$ cat src/rtl/pipe_pkg.sv
// Shared types for the pipeline hazard/forwarding controller: operand-select
// encodings and the memory-wait FSM state.
package pipe_pkg;

    localparam logic [1:0] SEL_REG = 2'd0;
    localparam logic [1:0] SEL_MEM = 2'd1;
    localparam logic [1:0] SEL_WB  = 2'd2;

    typedef enum logic {
        RUN  = 1'b0,
        WAIT = 1'b1
    } state_e;

endpackage

$ cat src/rtl/pipe_fwd_sel.sv
// One-operand forwarding comparator: picks the youngest in-flight producer of
// src_i, MEM ahead of WB; register 0 never forwards.
module pipe_fwd_sel
    import pipe_pkg::*;
#(
    parameter int RW     = 5,
    parameter bit FWD_EN = 1'b1
) (
    input  logic [RW-1:0] src_i,
    input  logic          use_i,
    input  logic          mem_wb_en_i,
    input  logic [RW-1:0] mem_dst_i,
    input  logic          wb_wb_en_i,
    input  logic [RW-1:0] wb_dst_i,
    output logic [1:0]    sel_o
);

    logic src_nz;
    assign src_nz = (src_i != '0);

    always_comb begin
        sel_o = SEL_REG;
        if (FWD_EN && use_i && src_nz) begin
            if (mem_wb_en_i && (mem_dst_i == src_i))
                sel_o = SEL_MEM;
            else if (wb_wb_en_i && (wb_dst_i == src_i))
                sel_o = SEL_WB;
        end
    end

endmodule

$ cat src/rtl/pipe_ctrl.sv
// Hazard, forwarding and stall controller for the five-stage pipeline, with a
// variable-latency data-memory wait FSM that aborts after TIMEOUT cycles.
module pipe_ctrl
    import pipe_pkg::*;
#(
    parameter int RW      = 5,
    parameter bit FWD_EN  = 1'b1,
    parameter int TIMEOUT = 16,
    parameter int TW      = 8,
    parameter int CW      = 16
) (
    input  logic          clk,
    input  logic          rst,
    input  logic [RW-1:0] id_src1,
    input  logic [RW-1:0] id_src2,
    input  logic          id_two_src,
    input  logic [RW-1:0] ex_src1,
    input  logic [RW-1:0] ex_src2,
    input  logic          ex_two_src,
    input  logic [RW-1:0] ex_st_src,
    input  logic          ex_wb_en,
    input  logic          ex_mem_read,
    input  logic [RW-1:0] ex_dst,
    input  logic          mem_wb_en,
    input  logic [RW-1:0] mem_dst,
    input  logic          wb_wb_en,
    input  logic [RW-1:0] wb_dst,
    input  logic          br_taken,
    input  logic          mem_req,
    input  logic          mem_ready,
    input  logic          perf_clr,
    output logic [1:0]    val1_sel,
    output logic [1:0]    val2_sel,
    output logic [1:0]    st_val_sel,
    output logic          freeze_front,
    output logic          bubble_ex,
    output logic          freeze_back,
    output logic          bubble_wb,
    output logic          flush,
    output logic          mem_err,
    output logic [CW-1:0] stall_cnt
);

    localparam logic [TW-1:0] TMO = TW'(TIMEOUT);

    state_e        state_q, state_d;
    logic [TW-1:0] tcnt_q, tcnt_d;
    logic          mem_err_q, set_err;
    logic [CW-1:0] stall_cnt_q, stall_cnt_d;
    logic          mwait;

    // ---------------- hazard detection ----------------
    logic id1_nz, id2_nz, hit_ex, hit_mem, hz;
    assign id1_nz  = (id_src1 != '0);
    assign id2_nz  = (id_src2 != '0) && id_two_src;
    assign hit_ex  = (id1_nz && (id_src1 == ex_dst))  || (id2_nz && (id_src2 == ex_dst));
    assign hit_mem = (id1_nz && (id_src1 == mem_dst)) || (id2_nz && (id_src2 == mem_dst));
    assign hz = FWD_EN ? (ex_wb_en && ex_mem_read && hit_ex)
                       : ((ex_wb_en && hit_ex) || (mem_wb_en && hit_mem));

    // ---------------- forwarding selects ----------------
    logic [2:0][RW-1:0] fwd_src;
    logic [2:0]         fwd_use;
    logic [2:0][1:0]    fwd_sel;
    assign fwd_src = {ex_st_src, ex_src2, ex_src1};
    assign fwd_use = {1'b1, ex_two_src, 1'b1};

    for (genvar g = 0; g < 3; g++) begin : g_fwd
        pipe_fwd_sel #(.RW(RW), .FWD_EN(FWD_EN)) u_sel (
            .src_i       (fwd_src[g]),
            .use_i       (fwd_use[g]),
            .mem_wb_en_i (mem_wb_en),
            .mem_dst_i   (mem_dst),
            .wb_wb_en_i  (wb_wb_en),
            .wb_dst_i    (wb_dst),
            .sel_o       (fwd_sel[g])
        );
    end

    // ---------------- memory wait FSM ----------------
    always_comb begin
        state_d = state_q;
        tcnt_d  = tcnt_q;
        set_err = 1'b0;
        mwait   = 1'b0;
        case (state_q)
            RUN: begin
                if (mem_req && !mem_ready) begin
                    state_d = WAIT;
                    tcnt_d  = TW'(1);
                    mwait   = 1'b1;
                end
            end
            WAIT: begin
                if (mem_ready) begin
                    state_d = RUN;
                end else if (tcnt_q == TMO) begin
                    // Abort: release with whatever is on the bus.
                    state_d = RUN;
                    set_err = 1'b1;
                end else begin
                    tcnt_d = tcnt_q + TW'(1);
                    mwait  = 1'b1;
                end
            end
            default: state_d = RUN;
        endcase
    end

    // ---------------- pipeline controls ----------------
    logic flush_c, ff_c, bx_c;
    assign flush_c = br_taken && !mwait;
    assign ff_c    = mwait || (hz && !flush_c);
    assign bx_c    = hz && !flush_c && !mwait;

    assign freeze_front = !rst && ff_c;
    assign bubble_ex    = !rst && bx_c;
    assign freeze_back  = !rst && mwait;
    assign bubble_wb    = !rst && mwait;
    assign flush        = !rst && flush_c;
    assign val1_sel     = rst ? SEL_REG : fwd_sel[0];
    assign val2_sel     = rst ? SEL_REG : fwd_sel[1];
    assign st_val_sel   = rst ? SEL_REG : fwd_sel[2];

    always_comb begin
        stall_cnt_d = stall_cnt_q;
        if (perf_clr)
            stall_cnt_d = '0;
        else if (ff_c && (stall_cnt_q != '1))
            stall_cnt_d = stall_cnt_q + CW'(1);
    end

    always_ff @(posedge clk) begin
        if (rst) begin
            state_q     <= RUN;
            tcnt_q      <= '0;
            mem_err_q   <= 1'b0;
            stall_cnt_q <= '0;
        end else begin
            state_q     <= state_d;
            tcnt_q      <= tcnt_d;
            mem_err_q   <= mem_err_q || set_err;
            stall_cnt_q <= stall_cnt_d;
        end
    end

    assign mem_err   = mem_err_q;
    assign stall_cnt = stall_cnt_q;

endmodule

$ cat config.mk
export PLATFORM = sky130hd
export DESIGN_NAME = pipe_ctrl
export DESIGN_NICKNAME = d
export VERILOG_FILES = /design/src/rtl/pipe_pkg.sv /design/src/rtl/pipe_fwd_sel.sv /design/src/rtl/pipe_ctrl.sv
export SDC_FILE = /design/constraint.sdc
export NUM_CORES = 1
export LEC_CHECK = 0
export BUFFER_PORTS_ARGS = -buffer_cell sky130_fd_sc_hd__buf_2
export CORE_ASPECT_RATIO = 0.9
export CORE_MARGIN = 8
export CORE_UTILIZATION = 46
export CTS_CLUSTER_DIAMETER = 200
export CTS_CLUSTER_SIZE = 20
export DETAILED_ROUTE_END_ITERATION = 10
export PLACE_DENSITY = 0.84
export SYNTH_ARGS = -nofsm -noshare
export SYNTH_HDL_FRONTEND = slang
export SYNTH_SLANG_ARGS = --single-unit
$ cat constraint.sdc
create_clock -name clk -period 2.8 [get_ports clk]
set_clock_uncertainty 0.2 [all_clocks]
set_input_delay 0.28 -clock clk [delete_from_list [all_inputs] [get_ports clk]]
set_output_delay 0.28 -clock clk [all_outputs]
set_load 0.005 [all_outputs]
==> flow_summary_export.csv <==
group,metric,value,unit
layout,regArea,520,µm²
logic_synthesis,synth.distinct_cells,38,
sta,period_minus_slack,2.45,ns
setup_path,arrival,1.97,ns
layout,postLayoutCellArea,2410,µm²
setup_path,crit_path_max_fanout,30,
logic_synthesis,seq_area_frac_synth,27.4,%
setup_path,crit_chain,"nor4b_2, a311oi_4, nor3_2, buf_4, nor2_1, buf_2",
setup_path,end_kind,"output port",
cts,clock_sinks,26,
grt,grt_overflow,0,
cts,cts_buffers,3,
placed_design,place.gp.congestion,0.815,
cts,clk_latency,0.28,ns
cts,cts_root_buf,"clkbuf_8",
setup_path,r2r_setup_slack,0.51,ns
cts,htreeDepth,1,
setup_path,worstPathRequired,2.32,ns
cts,ctsResizeCount,0,
logic_synthesis,async_reset_ff_share,0,%
hold_path,hp-start,"perf_clr",
logic_synthesis,avgSynthCellArea,7.90,µm²
logic_synthesis,synth_flop_cell,"dfxtp_1",
grt,grt_pass1_vias,2100,
grt,antenna_found_initial,0,
sta,rsz0062_at_grt,"no",
sta,tightestPinTransition,0.472,ns
logic_synthesis,synth-edff-count,0,
run,drv_cap,0,
cts,holdBufCountCts,0,
floorplan,die-area,6450,µm²
logic_synthesis,synth_cells,241,
setup_path,worst_path_dominant_cell_family,"simple AND/OR/NAND/NOR gates",
floorplan,row_count,22,
placed_design,dp_hpwl,4.35,mm
logic_synthesis,ys_ff_latch,26,
detailed_routing,firstDrtPassIters,4,
layout,n_antenna_cell,0,
floorplan,core,4020,µm²
placed_design,placed_area,2340,µm²
setup_path,crit_slowest_cell,"nor4b_2",
sta,hold_viol,0,
grt,grt_max_degree,31,
detailed_routing,wl_per_cell,14.1,µm
layout,fillerInstances,374,
power,cellPowerDensity,352,nW/µm²
logic_synthesis,yosys_warnings,0,
grt,grt_first_pass_wirelength,8.80,mm
layout,multi_input_area,1330,µm²
floorplan,ios,80,
grt,grt_use_total,15.5,%
layout,nets,375,
setup_path,worst-path-buf-inv,2,
sta,max_freq,0.409,GHz
hold_path,worstHoldPathType,"in -> reg",
layout,syn_to_final_growth,26.8,%
logic_synthesis,synthesis.nets,296,
detailed_routing,drc,0,
detailed_routing,antenna_left,0,
cts,clkSlewWorstSetupHoldPaths,0.10,ns
logic_synthesis,synthesis.area,1900,µm²
cts,cts_tree,"built",
power,leakage,0.986,nW
sta,fin_tns_setup,0,ns
setup_path,cp-start-kind,"register",
sta,hold_slack,0.149,ns
setup_path,reg2reg_depth,8,
detailed_routing,viasPerCell,5.57,
sta,finalCritPeriodShare,87.3,%
layout,drive_above_1_share,29.2,%
placed_design,port_buffers,79,
power,power,849,µW
setup_path,slowest_delay,0.50,ns
hold_path,hold-path-cell-count,4,
detailed_routing,drtIter0Drc,111,
sta,setup_viol,0,
hold_path,hold_path_end,"stall_cnt[12]$_SDFFE_PP0P_",
status,status,"finished, final reports clean",
setup_path,reg2reg_to,"stall_cnt[5]$_SDFFE_PP0P_",
setup_path,regToRegStartpoint,"tcnt_q[0]$_SDFFE_PP0P_",
floorplan,initial_core_util,47.4,%
cts,clk_path_buf_depth,2,
setup_path,crit_type,"reg -> out",
detailed_routing,via_count,2046,
floorplan,dieWidth,83.8,µm
floorplan,die_h,77.0,µm
sta,relSlewSlack,68.4,%
detailed_routing,routed_wirelength,5.18,mm
power,peakVddDrop,0.187,mV
sta,maxSlewViolCount,0,
cts,cts_setup_buffers,0,
## worst min-delay path, stage by stage
cell and delay [ns]:
buf_2 0.10, nor2_1 0.09, nand2_1 0.07, mux2i_1 0.06
## state kept, by name (all words and copies together), names as in the netlist
register,flops
state_q,1
tcnt_q,8
mem_err,1
stall_cnt,16
## placed cells by master (no fill, tap or decap), drive strengths merged, types with 7 or more instances in the layout
cell type / count
nand2: 21
nor2: 28
a21oi: 12
o31ai: 8
xor2: 22
buf: 83
nand3: 17
or4: 11
nor3: 7
dfxtp: 26
xnor2: 23
## worst max path at each step
| stage | from | end | slack, ns | depth (start not counted) |
|---|---|---|---|---|
| after floorplan | tcnt_q[0]$_SDFFE_PP0P_ | stall_cnt[10]$_SDFFE_PP0P_ | 0.57 | 8 |
| after global placement | br_taken | stall_cnt[3]$_SDFFE_PP0P_ | 0.53 | 8 |
| after detailed placement | br_taken | stall_cnt[9]$_SDFFE_PP0P_ | 0.47 | 8 |
| after CTS | tcnt_q[2]$_SDFFE_PP0P_ | freeze_front | 0.37 | 6 |
| after global routing | tcnt_q[2]$_SDFFE_PP0P_ | freeze_front | 0.23 | 6 |
| final | tcnt_q[2]$_SDFFE_PP0P_ | freeze_front | 0.35 | 6 |
## through the flow
stage / util [%] / instances / worst slack (ns)
3_3_place_gp: 58.3 / 363 / 0.534
3_5_place_dp: 58.3 / 363 / 0.468
5_1_grt: 60.1 / 367 / 0.229
2_1_floorplan: - / 241 / 0.566
6_report: 60.1 / 367 / 0.355
4_1_cts: 60.1 / 367 / 0.367
## power by group
part | leakage [nW] | switching (mW) | total (mW) | internal, mW
Clock | 0.0357 | 0.123 | 0.315 | 0.191
Sequential | 0.210 | 0.00362 | 0.376 | 0.372
Combinational | 0.740 | 0.0834 | 0.159 | 0.0751
Total | 0.986 | 0.210 | 0.849 | 0.639
## cell families (layout without fill, tap and decap cells)
family,Yosys count,after routing,share of synthesized area (%)
muxes,1,1,0.526
and+or+nand+nor,118,118,33.2
AOI/OAI and AO/OA,36,36,13.2
xor gates and xnor gates,45,45,20.7
DFF,26,26,27.4
adders and majority gates,3,3,1.97
buffers and inverters,12,90,3.02
## per-layer routing
layer  part of all wire (%)  track usage, %
met2                     43            24.3
met3                    8.2            4.96
met4                    2.1            7.24
met5                      0               0
met1                     46            18.7
## synth_stat cells (4+ instances only)
cell	number	area, µm²
nand2_1	21	78.8
xor2_1	22	193
and3_1	5	31.3
or3_1	5	31.3
clkbuf_1	4	15.0
dfxtp_1	26	521
or4_1	11	82.6
and4_1	4	35.0
o21ai_0	6	30.0
nor4_1	4	25.0
nor3_1	6	30.0
nor2_1	28	105
nand3_1	17	85.1
xnor2_1	23	201
nand4_1	6	37.5
a21oi_1	12	60.1
o31ai_1	8	60.1
## cell type report
type / count / share of cell area, %
Tap cell: 48 / 2.49
Timing Repair Buffer: 83 / 17.6
Clock buffer: 3 / 1.71
Clock inverter: 1 / 1.24
Multi-Input combinational cell: 203 / 54.9
Inverter: 3 / 0.467
Sequential cell: 26 / 21.6
(Power assumes the default switching activity.)
